### src/rtl/cache_mem_arbiter_pkg.sv
// Shared definitions for the cache memory arbiter and the cache fill FSMs.
//   - state encoding of the arbiter FSM
//   - default main-memory read latency
//   - cache block size in words (the fill FSMs fetch one block per miss)
package cache_mem_arbiter_pkg;

    localparam int MEM_LATENCY_DEF = 4;
    localparam int BLOCK_WORDS     = 8;
    localparam int ADDR_W          = 16;
    localparam int DATA_W          = 16;

    localparam logic [2:0] ST_IDLE_ENC   = 3'd0;
    localparam logic [2:0] ST_WRITE_ENC  = 3'd1;
    localparam logic [2:0] ST_I_FILL_ENC = 3'd2;
    localparam logic [2:0] ST_D_FILL_ENC = 3'd3;
    localparam logic [2:0] ST_DRAIN_ENC  = 3'd4;

    typedef enum logic [2:0] {
        ST_IDLE   = ST_IDLE_ENC,
        ST_WRITE  = ST_WRITE_ENC,
        ST_I_FILL = ST_I_FILL_ENC,
        ST_D_FILL = ST_D_FILL_ENC,
        ST_DRAIN  = ST_DRAIN_ENC
    } arb_state_e;

    // Last fill owner, used for round-robin between the two caches.
    typedef enum logic {
        OWN_I = 1'b0,
        OWN_D = 1'b1
    } owner_e;

endpackage

### src/rtl/cache_mem_arbiter_outstanding_counter.sv
// Outstanding-read counter for the pipelined main memory.
//   clk, rst : clock, asynchronous active-high reset
//   inc      : a read was issued this cycle
//   dec      : a read-data valid returned this cycle
//   count    : reads currently in flight
//   zero     : count == 0
// A valid arriving with nothing in flight is ignored (no underflow).
// An issue and a return in the same cycle leave the count unchanged.
module cache_mem_arbiter_outstanding_counter #(
    parameter int CNT_W     = 3,
    parameter int MAX_COUNT = 4
) (
    input  logic             clk,
    input  logic             rst,
    input  logic             inc,
    input  logic             dec,
    output logic [CNT_W-1:0] count,
    output logic             zero
);

    logic dec_ok;
    logic inc_ok;

    assign zero   = (count == '0);
    assign dec_ok = dec && !zero;
    // At the latency limit an issue is only legal together with a return,
    // so the count can never wrap.
    assign inc_ok = inc && ((count != CNT_W'(MAX_COUNT)) || dec_ok);

    // NOTE: state flops use non-blocking assignments so every flop samples
    // pre-edge values regardless of process evaluation order.
    always_ff @(posedge clk or posedge rst) begin
        if (rst) begin
            count <= '0;
        end else if (inc_ok && !dec_ok) begin
            count <= count + CNT_W'(1);
        end else if (dec_ok && !inc_ok) begin
            count <= count - CNT_W'(1);
        end
    end

endmodule

### src/rtl/cache_mem_arbiter.sv
// Single-port arbiter in front of the shared pipelined main memory.
// Owners: I-cache fill FSM, D-cache fill FSM, D-cache write-through store.
//   clk, rst                    : clock, asynchronous active-high reset
//   i_miss, i_fill_busy, i_addr : I-cache fill request, busy, fill address
//   d_miss, d_fill_busy, d_addr : D-cache fill request, busy, fill address
//   d_wr_req, d_wr_addr/_data   : D-cache store request, address, data
//   mem_data_valid              : memory read-data valid
//   i_grant, d_grant            : fill ownership (registered decode of state)
//   i_data_valid, d_data_valid  : mem_data_valid routed to the fill owner
//   d_wr_done                   : store accepted this cycle
//   mem_enable, mem_wr          : memory access / write strobe
//   mem_addr, mem_wdata         : memory address / write data (0 when idle)
// Reads still in flight when a fill ends are drained and discarded before
// the memory is granted again, so no owner ever sees another owner's words.
module cache_mem_arbiter
    import cache_mem_arbiter_pkg::*;
#(
    parameter int MEM_LATENCY = MEM_LATENCY_DEF,
    parameter int CNT_W       = 3
) (
    input  logic              clk,
    input  logic              rst,
    input  logic              i_miss,
    input  logic              i_fill_busy,
    input  logic [ADDR_W-1:0] i_addr,
    input  logic              d_miss,
    input  logic              d_fill_busy,
    input  logic [ADDR_W-1:0] d_addr,
    input  logic              d_wr_req,
    input  logic [ADDR_W-1:0] d_wr_addr,
    input  logic [DATA_W-1:0] d_wr_data,
    input  logic              mem_data_valid,
    output logic              i_grant,
    output logic              d_grant,
    output logic              i_data_valid,
    output logic              d_data_valid,
    output logic              d_wr_done,
    output logic              mem_enable,
    output logic              mem_wr,
    output logic [ADDR_W-1:0] mem_addr,
    output logic [DATA_W-1:0] mem_wdata
);

    arb_state_e       state;
    arb_state_e       state_next;
    owner_e           rr_last;
    owner_e           rr_next;
    logic             cnt_inc;
    logic             cnt_zero;
    logic [CNT_W-1:0] outstanding;
    logic             last_return;

    cache_mem_arbiter_outstanding_counter #(
        .CNT_W     (CNT_W),
        .MAX_COUNT (MEM_LATENCY)
    ) u_outstanding (
        .clk   (clk),
        .rst   (rst),
        .inc   (cnt_inc),
        .dec   (mem_data_valid),
        .count (outstanding),
        .zero  (cnt_zero)
    );

    // The final in-flight word returns this cycle; leaving DRAIN now saves a cycle.
    assign last_return = mem_data_valid && (outstanding == CNT_W'(1));

    always_ff @(posedge clk or posedge rst) begin
        if (rst) begin
            state   <= ST_IDLE;
            rr_last <= OWN_D;
        end else begin
            state   <= state_next;
            rr_last <= rr_next;
        end
    end

    // NOTE: every output of this block gets a default first; a path that
    // forgets an assignment would otherwise infer a latch.
    always_comb begin
        state_next   = state;
        rr_next      = rr_last;
        i_grant      = 1'b0;
        d_grant      = 1'b0;
        i_data_valid = 1'b0;
        d_data_valid = 1'b0;
        d_wr_done    = 1'b0;
        mem_enable   = 1'b0;
        mem_wr       = 1'b0;
        mem_addr     = '0;
        mem_wdata    = '0;
        cnt_inc      = 1'b0;

        unique case (state)
            ST_IDLE: begin
                // Stores take priority; fills tie-break on the last fill owner.
                if (d_wr_req) begin
                    state_next = ST_WRITE;
                end else if (i_miss && (!d_miss || rr_last == OWN_D)) begin
                    state_next = ST_I_FILL;
                    rr_next    = OWN_I;
                end else if (d_miss) begin
                    state_next = ST_D_FILL;
                    rr_next    = OWN_D;
                end
            end

            ST_WRITE: begin
                mem_enable = 1'b1;
                mem_wr     = 1'b1;
                mem_addr   = d_wr_addr;
                mem_wdata  = d_wr_data;
                d_wr_done  = 1'b1;
                state_next = ST_IDLE;
            end

            ST_I_FILL: begin
                i_grant      = 1'b1;
                mem_enable   = i_fill_busy;
                mem_addr     = i_fill_busy ? i_addr : '0;
                cnt_inc      = i_fill_busy;
                i_data_valid = mem_data_valid && !cnt_zero;
                if (!i_fill_busy) begin
                    state_next = ST_DRAIN;
                end
            end

            ST_D_FILL: begin
                d_grant      = 1'b1;
                mem_enable   = d_fill_busy;
                mem_addr     = d_fill_busy ? d_addr : '0;
                cnt_inc      = d_fill_busy;
                d_data_valid = mem_data_valid && !cnt_zero;
                if (!d_fill_busy) begin
                    state_next = ST_DRAIN;
                end
            end

            ST_DRAIN: begin
                if (cnt_zero || last_return) begin
                    state_next = ST_IDLE;
                end
            end

            default: begin
                state_next = ST_IDLE;
            end
        endcase
    end

endmodule

### config.mk
export PLATFORM = sky130hd
export DESIGN_NAME = cache_mem_arbiter
export DESIGN_NICKNAME = d
export VERILOG_FILES = /design/src/rtl/cache_mem_arbiter_pkg.sv /design/src/rtl/cache_mem_arbiter_outstanding_counter.sv /design/src/rtl/cache_mem_arbiter.sv
export SDC_FILE = /design/constraint.sdc
export NUM_CORES = 1
export LEC_CHECK = 0
export CORE_ASPECT_RATIO = 1.75
export CORE_MARGIN = 2
export CORE_UTILIZATION = 27
export DETAILED_ROUTE_END_ITERATION = 8
export PLACE_DENSITY = 0.91
export SLEW_MARGIN = 40
export SYNTH_ARGS = -nofsm -noshare
export SYNTH_HDL_FRONTEND = slang
export SYNTH_SLANG_ARGS = --single-unit
### constraint.sdc
create_clock -name clk -period 2.4 [get_ports clk]
set_input_delay 0.36 -clock clk [delete_from_list [all_inputs] [get_ports clk]]
set_output_delay 0.36 -clock clk [all_outputs]
set_load 0.01 [all_outputs]
==> metrics, run 1 <==
Fill cells ~280; adder-cell share of the synthesized area 6.74%; Die Ht 81.6 um; Synth top cells by count 38 x nand2_1, 16 x a22oi_1, 16 x and2_1; Max Clock Freq 0.423 GHz; FP Rows 28; first-pass GRT wire length 5780 um; syn avg cell area ~7 um^2; final setup TNS 0 ns; design area 2120 um^2; reg2reg start u_outstanding.count[0]; Vias 1,319; static leakage 0.976 nW; area of the multi-input gates ~640 um^2; Hold Buf Count CTS 0; antenna-violating nets left 0; Max Cap Viol 0; Netlist cell types 31; # diodes 0; hold crit path type in -> async; post-CTS sizing 0; combinational group share of total power 72.9%; sequential share of the synthesized area about a fifth; Initial Util about 28%; antenna violations before repair 0; RD Place Congestion approximately 0.74; Post-DP Area slightly above 2000 um^2; Setup Viol. Count Final 0; Crit Path Max Fanout 17; Remaining Overflow, GRT 0; Yosys top cell area share between 10% and 20%; P_int 0.970 mW; dpl hpwl 3180 um; switching pwr ~0.63 mW; WS Path Type in -> out; share of cells above drive strength 1 5.44%; setup slack after layout between 0.03 and 0.04 ns; Clock Pin Slew Worst Setup and Hold Paths around 0.04 ns; drt via density roughly 4.6; Power Density 755 nW/um^2; RSZ-0062 raised after global routing false; Slew @ Worst Pin around 0.43 ns; reg2reg setup slack between 0.5 and 0.6 ns; final period utilization a little over nine tenths; WL/cell about 13 um; Slew Limit Fails 0; mapped cell area 928 um^2; Setup Skew 0.00360 ns; min Tclk post-route ~2.4 ns; largest family of logic cells by synthesized area simple AND/OR/NAND/NOR gates; Final Hold Fails 0; Initial DRC Count 20; total power ~1.6 mW; Std-Cell Core Area around 3300 um^2; Setup crit end kind output pin; Max-Slew Margin vs Limit slightly above 70%; worst vdd ir about 630 uV; Area Overhead vs Synth 128%; full die area between 3000 and 4000 um^2; total routed wirelength about 3800 um; H-tree Lvls 1; sequential share of power 16.9%; Synth Area in XOR/XNOR approximately 2.8%; clk buf depth 2; Worst Path Arrival about 2.0 ns; placed insts between 200 and 300; largest net degree at the start of global routing 20; CTS tree built; Ports 111; fin cells between 200 and 300; outcome complete, no violations; fin nets about 320; pre-CTS setup slack 0.0472 ns; clock share of power about 10%; Post-CTS Setup Inserts 0; clock sinks 7; Synth Instances around 130; First-pass DRT Iterations 4; #FFs+latches synth 7; multiplexer area fraction after synthesis around 1.1%; largest cells by area after synthesis dfrtp_1 16%, nand2_1 15%, a22oi_1 13%, and2_1 11%, ha_1 6.7%; Reg2Reg Depth 8; EDFF count, synth 0; die width 48.3 um; Synth async-reset ratio 100%; simple logic cell fraction of the synthesized area 36.8%; Tot GR Track Use a little under a fifth; number of global-route vias before repair ~1.2k; clock buffers created by TritonCTS 3; Mapped Nets 209; Main synth FF type dfrtp_1; Port Buf Inserts 110; clock latency on the worst-skew pair approximately 0.23 ns; clk root buf clkbuf_8; reg2reg end u_outstanding.count[2]; Residual DRC 0; CP startpoint kind primary input; top cell type by total area after synthesis dfrtp_1; Compound-Gate Fraction of Synth Area between 20% and 30%; Sw Share between 30% and 40%; Warnings, synthesis 0; worst path required time ~2.0 ns; most numerous cell in the Yosys netlist nand2_1; register area 178 um^2
## final cells by class
class | count | share of cell area (%)
Multi-Input combinational cell | 106 | 30.1
Tap cell | 45 | 2.66
Inverter | 8 | 1.42
Clock buffer | 3 | 1.95
Clock inverter | 1 | 0.237
Sequential cell | 7 | 8.40
Timing Repair Buffer | 114 | 55.2
## sequential cells by signal, indices dropped and copies added (netlist names)
| register | count |
|---|---|
| u_outstanding.count | 3 |
| rr_last | 1 |
| state | 3 |
## through the flow
stage / hold WS, ns / utilization (%)
after floorplan: 0.163 / -
after CTS: 0.368 / 63.2
after global routing: 0.417 / 63.6
after detailed placement: 0.509 / 61.8
final: 0.369 / 63.6
after global placement: 0.505 / 61.8
## per-layer routing
layer / vias to the layer above / GRT usage (%) / wire [um] / part of all wire, %
li1: 656 / - / - / -
met1: 581 / 18.0 / 1350 / 35
met2: 76 / 34.6 / 1890 / 49
met3: 6 / 9.27 / 560 / 15
met4: 0 / 4.00 / 20 / 0.52
met5: - / 0 / 0 / 0
## critical path, stage by stage
cell	delay, ns
clkdlybuf4s50_1	0.50
and4b_1	0.26
buf_12	0.16
a22oi_1	0.09
nand2_1	0.09
clkdlybuf4s50_1	0.54
## power by group through the flow
stage / Clock (mW) / Combinational (mW) / Sequential, mW
after CTS: 0.166 / 1.19 / 0.267
after global placement: 0 / 1.16 / 0.266
final: 0.163 / 1.16 / 0.269
after detailed placement: 0 / 1.18 / 0.269
after global routing: 0.177 / 1.27 / 0.283
after floorplan: 0 / 0.645 / 0.214
## logic make-up after synthesis
logic type,Yosys count
DFF,7
AOI/OAI and AO/OA,29
xor gates and xnor gates,3
and+or+nand+nor,68
muxes,1
adders and majority gates,5
buffers and inverters,19
## cell usage in the layout, fill, tap and decap left out, types with 2 or more instances in the layout
master,Yosys,routed
xor2_1,2,2
inv_1,8,8
ha_1,5,5
nor2_1,4,4
clkbuf_8,0,3
nand2_1,38,38
dfrtp_1,6,5
dlymetal6s2s_1,0,5
a22oi_1,16,16
nand2b_1,2,2
buf_12,0,2
and2_1,16,16
clkdlybuf4s50_1,0,105
a31oi_1,2,2
o21ai_0,4,4
a21oi_1,4,4
buf_4,3,2
## worst max path at each step
stage                                start                     end  slack [ns]  depth (start not counted)
floorplan           u_outstanding.count[0]  u_outstanding.count[2]        0.74                          8
detailed placement             d_fill_busy            mem_addr[15]        0.05                          6
global placement               d_fill_busy            mem_addr[15]        0.07                          6
CTS                            d_fill_busy            mem_addr[15]        0.03                          6
global route                   d_fill_busy            mem_addr[15]      0.0003                          6
finish                         d_fill_busy            mem_addr[15]        0.03                          6
No activity file was read; power rests on OpenSTA's default activity.
==> run 2: changes to the inputs <==
--- a/config.mk
+++ b/config.mk
@@ -5,7 +5,7 @@
 export SDC_FILE = /design/constraint.sdc
 export NUM_CORES = 1
 export LEC_CHECK = 0
-export CORE_ASPECT_RATIO = 1.75
+export CORE_ASPECT_RATIO = 0.7
 export CORE_MARGIN = 2
 export CORE_UTILIZATION = 27
 export DETAILED_ROUTE_END_ITERATION = 8
==> metrics, run 2 (synthesis gave the netlist of run 1 again) <==
Power Density 764 nW/um^2 (+1.3%); final period utilization 97.6% (-0.99 points); fin nets 316 (-0.32%); reg2reg end u_outstanding.count[2]; crit path cell chain clkdlybuf4s50_1, and4b_1, buf_12, a22oi_1, nand2_1, clkdlybuf4s50_1; total power 1.62 mW (+1.5%); Final Hold Fails 0 (unchanged); die width 74.1 um (+53%); Remaining Overflow, GRT 0 (unchanged); RSZ-0062 raised after global routing false; placed insts 281 (+0.36%); WS Path Type in -> out; Initial DRC Count 62 (+210%); Post-DP Area 2060 um^2 (+0.37%); worst vdd ir 558 uV (-11%); Slew Limit Fails 0 (unchanged); Setup Viol. Count Final 0 (unchanged); Setup crit end kind output pin; full die area 3930 um^2 (-0.28%); Area Overhead vs Synth 128%; Ports 111 (unchanged); design area 2120 um^2 (+0.18%); RD Place Congestion 0.815 (+9.6%); H-tree Lvls 1 (unchanged); worst path required time 2.04 ns (about the same); Setup Skew 0.00459 ns (+0.000989 ns); dpl hpwl 3030 um (-4.6%); WL/cell 13.4 um (-0.61%); Die Ht 53.1 um (-35%); clock sinks 7 (unchanged); CP Launch Point d_fill_busy; min Tclk post-route 2.34 ns (-0.0237 ns); total routed wirelength 3810 um (-0.26%); max incr delay on CP 0.54 ns (about the same); CTS tree built; FP Rows 17 (-39%); Port Buf Inserts 110 (unchanged); clock latency on the worst-skew pair 0.23 ns (about the same); Max Cap Viol 0 (unchanged); Core Util, Final 66.0% (+2.4 points); largest net degree at the start of global routing 35 (+75%); Clock Pin Slew Worst Setup and Hold Paths 0.04 ns (about the same); drt via density 4.44 (-4.5%); Max-Slew Margin vs Limit 69.0% (-1.9 points); Top Family by Delay on Critical Path buffers and inverters; number of global-route vias before repair 1,087 (-12%); fin cells 285 (+0.35%); clk root buf clkbuf_8; first-pass GRT wire length 5130 um (-11%); Vias 1,264 (-4.2%); commonest non-fill, non-tap cell in the layout clkdlybuf4s50_1; Worst Path Arrival 1.98 ns (-0.03 ns); CP max stage cell clkdlybuf4s50_1; Reg2Reg Depth 8 (unchanged); CP bufs+invs 3 (unchanged); share of cells above drive strength 1 5.04% (-0.40 points); Residual DRC 0 (unchanged); static leakage 0.923 nW (-5.3%); antenna violations before repair 0 (unchanged); Hold Buf Count CTS 0 (unchanged); hold crit path type in -> async; CP Depth 6 (unchanged); outcome complete, no violations; reg2reg start u_outstanding.count[0]; Slew @ Worst Pin 0.461 ns (+0.0281 ns); antenna-violating nets left 0 (unchanged); Tot GR Track Use 17.0% (-1.4 points); Std-Cell Core Area 3210 um^2 (-3.5%); CP startpoint kind primary input; reg2reg setup slack 0.57 ns (-0.02 ns); Initial Util 28.9% (+1.0 points); Max Clock Freq 0.427 GHz (+1.0%); crit-path most repeated cell clkdlybuf4s50_1; First-pass DRT Iterations 4 (unchanged); # diodes 0 (unchanged); most frequent cells in the layout 108 x clkdlybuf4s50_1, 38 x nand2_1, 16 x and2_1; Crit Path Max Fanout 17 (unchanged); final setup TNS 0 ns (unchanged); clock buffers created by TritonCTS 3 (unchanged); clk buf depth 2 (unchanged); Largest regs state: 3 flops, u_outstanding.count: 3 flops, rr_last: 1 flops
==> run 2: cell types whose count changed in the layout (fill, tap and decap cells not counted), sizes merged <==
| cell | change |
|---|---|
| clkbuf | +1 |
| buf | -1 |
| dlymetal6s2s | -3 |
| clkdlybuf4s50 | +3 |
| clkinv | -1 |
==> run 2: cell type report <==
class                   instances  area, um^2
multi-input cells             106         642
inverters                       8        30.0
well taps                      47        58.8
flip-flops and latches          7         178
fillers                       268        1090
clock buffers                   4        45.0
repair buffers                113        1170
==> run 2: stage by stage <==
step                setup WS (ns)  hold WS, ns
global route              0.00104        0.419
detailed placement         0.0518        0.504
CTS                        0.0455        0.384
finish                     0.0577        0.368
floorplan                   0.737        0.163
global placement           0.0670        0.500
==> run 2: routing by layer <==
metal  wire length [um]  vias up  GRT usage [%]  share of wire [%]
met3                342        2           4.57                9.0
met5                  0        -              0                  0
met4                 10        0           1.52               0.26
li1                   -      653              -                  -
met2               1820       46           29.0                 48
met1               1640      563           22.2                 43
==> run 2: repair_timing <==
item / 4_1_cts / 5_1_grt
hold endpoints to repair: 0 / 0
setup buffers: 0 / 0
endpoints found under the setup margin: 0 / 5
resized for setup: 0 / 4
==> run 2: power breakdown <==
group	internal (mW)	switching, mW
clock network	0.115	0.0491
logic	0.694	0.496
registers	0.183	0.0845
total	0.991	0.629
==> run 2: worst max path at each step <==
stage / slack (ns) / to
3_3_place_gp: 0.07 / mem_addr[13]
2_1_floorplan: 0.74 / u_outstanding.count[2]
3_5_place_dp: 0.05 / mem_addr[13]
6_report: 0.06 / mem_addr[10]
5_1_grt: 0.001 / mem_addr[1]
4_1_cts: 0.05 / mem_addr[13]
==> edit 1: new RTL, settings of run 1 <==
`CNT_W` is set to 3 in 2 places; all go to 6.
--- a/src/rtl/cache_mem_arbiter_outstanding_counter.sv
+++ b/src/rtl/cache_mem_arbiter_outstanding_counter.sv
@@ -7,7 +7,7 @@
 // A valid arriving with nothing in flight is ignored (no underflow).
 // An issue and a return in the same cycle leave the count unchanged.
 module cache_mem_arbiter_outstanding_counter #(
-    parameter int CNT_W     = 3,
+    parameter int CNT_W     = 6,
     parameter int MAX_COUNT = 4
 ) (
     input  logic             clk,
--- a/src/rtl/cache_mem_arbiter.sv
+++ b/src/rtl/cache_mem_arbiter.sv
@@ -16,7 +16,7 @@
     import cache_mem_arbiter_pkg::*;
 #(
     parameter int MEM_LATENCY = MEM_LATENCY_DEF,
-    parameter int CNT_W       = 3
+    parameter int CNT_W       = 6
 ) (
     input  logic              clk,
     input  logic              rst,
Check against the original RTL: no difference found for any inputs over 10 cycles, from zero or initial values and one cycle with rst high; that may be too few to reach the edited logic, so the function may still have changed.
==> edit 1 against run 1 <==
Clock skew hardly changed; global-route usage is 2.6 points higher; sequential cell count is 3 higher; worst setup slack worse by 82 ps; fmax is 3.4% lower; count of clock-buffer cells in the layout is 1 higher; design area is 21% higher; the flow now finishes with violations (negative setup slack); sequential share of layout area is 1.5 points higher; total power is 46% higher; worst hold slack better by 30 ps; largest cell class unchanged; synthesized area is 20% higher; routed wire length is 39% higher.
==> edit 1: results (changes against run 1) <==
p_leak_nw: 1.27  # +30%
relSlewSlack_pct: 72.4  # +1.6 points
nFillCells: 303  # +9.4%
synth_commonest_cells: "17 x and2_1, 16 x a21o_1, 16 x a22o_1, 9 x dfrtp_1"
wl_met1_um: 1710  # +27%
status: "finished with violations"
topRoutingLayerUsed: "met4"
crit_fanout: 3  # -14
seq_area_frac_synth_pct: 22.7  # +3.7 points
synth_nets: 208  # -0.48%
cp_slowest_stage_delay_ps: 470  # -70 ps
crit_arrival_ps: 2090  # +80 ps
skew_ps: 3.51  # -0.0877 ps
dr_wl_met3_um: 627  # +12%
grt_pass1_wl_um: 7280  # +26%
top_regs: "u_outstanding.count: 6 flops, state: 3 flops, rr_last: 1 flops"
synth_cell_type_count: 39  # +26%
drive_gt1_share_pct: 18.8  # +13 points
dp_hpwl_um: 4090  # +29%
route.met2.wl_um: 2890  # +53%
dpl_worst_slack_ps: -170  # -217 ps
grt_max_degree: 31  # +55%
gp_congestion: 0.793  # +6.6%
finalNetCount: 339  # +6.9%
setup_ws_ps: -48.1  # -82.1 ps
place_area_um2: 2350  # +14%
setup_viol: 4  # +4
track_usage_pct: 20.9  # +2.6 points
vias: 1560  # +18%
clk_pin_slew_ps: 50
irDropWorstVdd_uv: 730  # +17%
violations: "negative setup slack"
[edit 1: logic make-up (layout without fill, tap and decap cells)]
kind of cell               Yosys count  in the layout  synth area share, %
xor gates and xnor gates             6              6                 4.74
adders and majority gates            5              5                 5.64
DFF                                 10             10                 22.7
muxes                                2              2                 1.80
AOI/OAI and AO/OA                   48             48                 33.6
buffers and inverters               19            149                 8.57
and+or+nand+nor                     41             41                 23.0
[edit 1: layer usage]
layer,global-route usage (%),vias up
met5,0,-
met3,5.91,9
met1,18.9,721
met4,6.06,0
met2,42.6,95
li1,-,735
[edit 1: final cells by class]
type | instances | share of cell area (%)
Timing Repair Buffer | 139 | 52.5
Multi-Input combinational cell | 102 | 32.2
Sequential cell | 10 | 9.90
Tap cell | 48 | 2.34
Clock buffer | 4 | 2.15
Inverter | 6 | 0.878
[edit 1: per-stage QoR]
stage | instances | hold WS (ps) | TNS (ps) | total power [mW] | util (%)
2_1_floorplan | 131 | 199 | 0 | 1.17 | -
3_3_place_gp | 291 | 462 | -2240 | 1.95 | 60.2
3_5_place_dp | 291 | 463 | -2090 | 1.98 | 60.2
4_1_cts | 303 | 417 | -18.1 | 2.26 | 63.9
5_1_grt | 309 | 443 | -459 | 2.46 | 65.7
6_report | 309 | 400 | -163 | 2.33 | 65.7
[edit 1: worst paths after layout]
check | start | end | slack [ps] | cells after the start
min reg2reg | u_outstanding.count[5]$_DFFE_PP0P_ | u_outstanding.count[5]$_DFFE_PP0P_ | 510 | 1
max in group asynchronous | rst | rr_last$_DFFE_PP1P_ | 1690 | 2
max reg2reg | u_outstanding.count[4]$_DFFE_PP0P_ | u_outstanding.count[5]$_DFFE_PP0P_ | -40 | 6
max | u_outstanding.count[4]$_DFFE_PP0P_ | i_data_valid | -50 | 5
min in group clk | u_outstanding.count[5]$_DFFE_PP0P_ | u_outstanding.count[5]$_DFFE_PP0P_ | 510 | 1
min | rst | u_outstanding.count[2]$_DFFE_PP0P_ | 400 | 2
[edit 1: power breakdown]
part / internal, mW / leakage (nW) / switching [mW]
Combinational: 0.993 / 1.13 / 0.767
Clock: 0.144 / 0.0288 / 0.0672
Sequential: 0.264 / 0.118 / 0.0900
Total: 1.40 / 1.27 / 0.924
[edit 1: what timing repair did]
action,4_1_cts,5_1_grt
cloned,1,0
setup endpoints to repair,19,10
resized for setup,25,10
pin swaps,2,5
hold endpoints to repair,0,0
setup buffers,7,6
==> edit 2: new RTL, config.mk and constraints of run 1 <==
Made on the original files. Reset style: synchronous (`rst`), changed in 2 clocked blocks. Comments in the files are not updated.
--- a/src/rtl/cache_mem_arbiter_outstanding_counter.sv
+++ b/src/rtl/cache_mem_arbiter_outstanding_counter.sv
@@ -29,7 +29,7 @@
 
     // NOTE: state flops use non-blocking assignments so every flop samples
     // pre-edge values regardless of process evaluation order.
-    always_ff @(posedge clk or posedge rst) begin
+    always_ff @(posedge clk) begin
         if (rst) begin
             count <= '0;
         end else if (inc_ok && !dec_ok) begin
--- a/src/rtl/cache_mem_arbiter.sv
+++ b/src/rtl/cache_mem_arbiter.sv
@@ -65,7 +65,7 @@
     // The final in-flight word returns this cycle; leaving DRAIN now saves a cycle.
     assign last_return = mem_data_valid && (outstanding == CNT_W'(1));
 
-    always_ff @(posedge clk or posedge rst) begin
+    always_ff @(posedge clk) begin
         if (rst) begin
             state   <= ST_IDLE;
             rr_last <= OWN_D;
Formal check against the unedited RTL: differs if rst is asserted again (counterexample within 4 cycles, from zero or initial values and one cycle with rst high); with rst held inactive, the same outputs for 10 cycles.
==> edit 2 against run 1 <==
Via count is 2.4% lower; highest routed layer unchanged; sequential cell count stayed put; final cell count is 4.9% lower; global-route usage is 1.8 points higher; routed wire length is 3.3% higher; design area is 1.2% lower; sequential share of layout area is 1.7 points lower; register-to-register slack worse by 130 ps; synthesized area is 4.4% lower; worst setup slack better by 100 ps; clock skew is 3.3 ps lower; largest cell class unchanged.
Power is not compared: it rests on default switching activity, and its combinational part moved more than twofold at a synthesized area within 25%.
==> edit 2: results (changes against run 1) <==
gp_congestion: 0.774  # +4.1%
cts_htree_levels: 1  # unchanged
drt_iter0_drc: 26  # +30%
viasPerCell: 4.77  # +2.7%
dp_cells: 266  # -5.0%
antenna_found_initial: 0  # unchanged
hold_class: "register to register"
finalNetCount: 305  # -3.8%
grt_pass1_wl_um: 5570  # -3.6%
cts_repair_resize_count: 16  # +16
synth_commonest_cells: "27 x and2_1, 16 x a221o_1, 7 x dfxtp_1, 7 x inv_1"
port_buffers: 110  # unchanged
clk_pin_slew_ps: 40  # about the same
first_pass_iters: 4  # unchanged
met1_usage_pct: 17.9  # -0.13 points
p_leak_nw: 0.896
track_usage_pct: 20.2  # +1.8 points
status: "complete, no violations"
top_regs: "state: 3 flops, u_outstanding.count: 3 flops, rr_last: 1 flops"
grt_pass1_vias: 1214  # -1.6%
p_switching_mw: 0.316
clk_latency_ps: 230  # about the same
ys.flop_type: "dfxtp_1"
powerDensity_nw_per_um2: 428
irDropWorstVdd_uv: 643
place_area_um2: 2070  # +0.49%
drive_gt1_share_pct: 4.41  # -1.0 points
seq_area_frac_synth_pct: 15.8  # -3.2 points
vias: 1288  # -2.4%
gr-usage-met2_pct: 37.6  # +3.0 points
synth-edff-count: 0  # unchanged
synth_nets: 193  # -7.7%
yosysWarnings: 0  # unchanged
cts_buffers: 3  # unchanged
tightest_slew_ps: 421  # -12.6 ps
dpl_worst_slack_ps: -33.8  # -81.0 ps
drt-total-wl_um: 3950  # +3.3%
dp_hpwl_um: 3280  # +3.1%
skew_ps: 0.324  # -3.28 ps
crit_arrival_ps: 1910  # -100 ps
clockBufferDepth: 2  # unchanged
n_antenna_cell: 0  # unchanged
syn_area_per_cell_um2: 7.65  # +8.7%
grt_max_degree: 35  # +75%
async_reset_ff_share_pct: 0  # -100 points
crit_fanout: 4  # -13
synth_cell_type_count: 32  # +3.2%
nFillCells: 276  # -0.36%
grt_util_met3_pct: 8.14  # -1.1 points
synthTopCellsByArea: "and2_1 19%, a221o_1 18%, dfxtp_1 16%"
post_cts_buffers: 0  # unchanged
cts_root_buffer: "clkbuf_8"
[edit 2: per-layer routing]
metal  up-vias  routed length, µm
met5         -                  0
li1        641                  -
met1       560               1230
met2        80               2060
met4         0                 87
met3         7                576
[edit 2: area by class of cell]
type                       instances  area [µm²]  area share, %
inverter                           7        26.3           1.26
tap                               43        53.8           2.57
clock buffer                       4        45.0           2.15
multi-input combinational         94         669           32.0
timing repair buffer             115        1160           55.3
sequential                         7         140           6.70
[edit 2: logic make-up after synthesis]
logic type,after synthesis,share of synthesized area [%]
AOI/OAI and AO/OA,31,28.1
and+or+nand+nor,54,36.1
xor gates and xnor gates,2,1.97
muxes,2,2.26
DFF,7,15.8
adders and majority gates,5,7.05
buffers and inverters,15,8.75
[edit 2: path summary, 6_finish.rpt]
kind	slack, ps	endpoint	startpoint	cells after the start
worst max-delay path	130	i_data_valid	u_outstanding.count[0]$_SDFFE_PP0P_	6
worst min-delay path	540	rr_last$_SDFFE_PP1P_	rr_last$_SDFFE_PP1P_	2
worst max register to register	460	u_outstanding.count[2]$_SDFFE_PP0P_	u_outstanding.count[0]$_SDFFE_PP0P_	7
worst min register to register	540	rr_last$_SDFFE_PP1P_	rr_last$_SDFFE_PP1P_	2
[edit 2: power groups by stage]
stage                     Sequential, mW  Combinational [mW]  Clock, mW
after floorplan                    0.172               0.274          0
after global placement             0.181               0.538          0
after detailed placement           0.182               0.555          0
after CTS                          0.182               0.550      0.172
after global routing               0.186               0.592      0.178
final                              0.183               0.543      0.168
[edit 2: worst max-delay path, cell delays in order, from the launching register on]
cell	delay, ps
dfxtp_1	420
inv_1	100
ha_1	240
inv_1	60
o21ai_0	120
nor3_1	180
clkdlybuf4s50_1	570
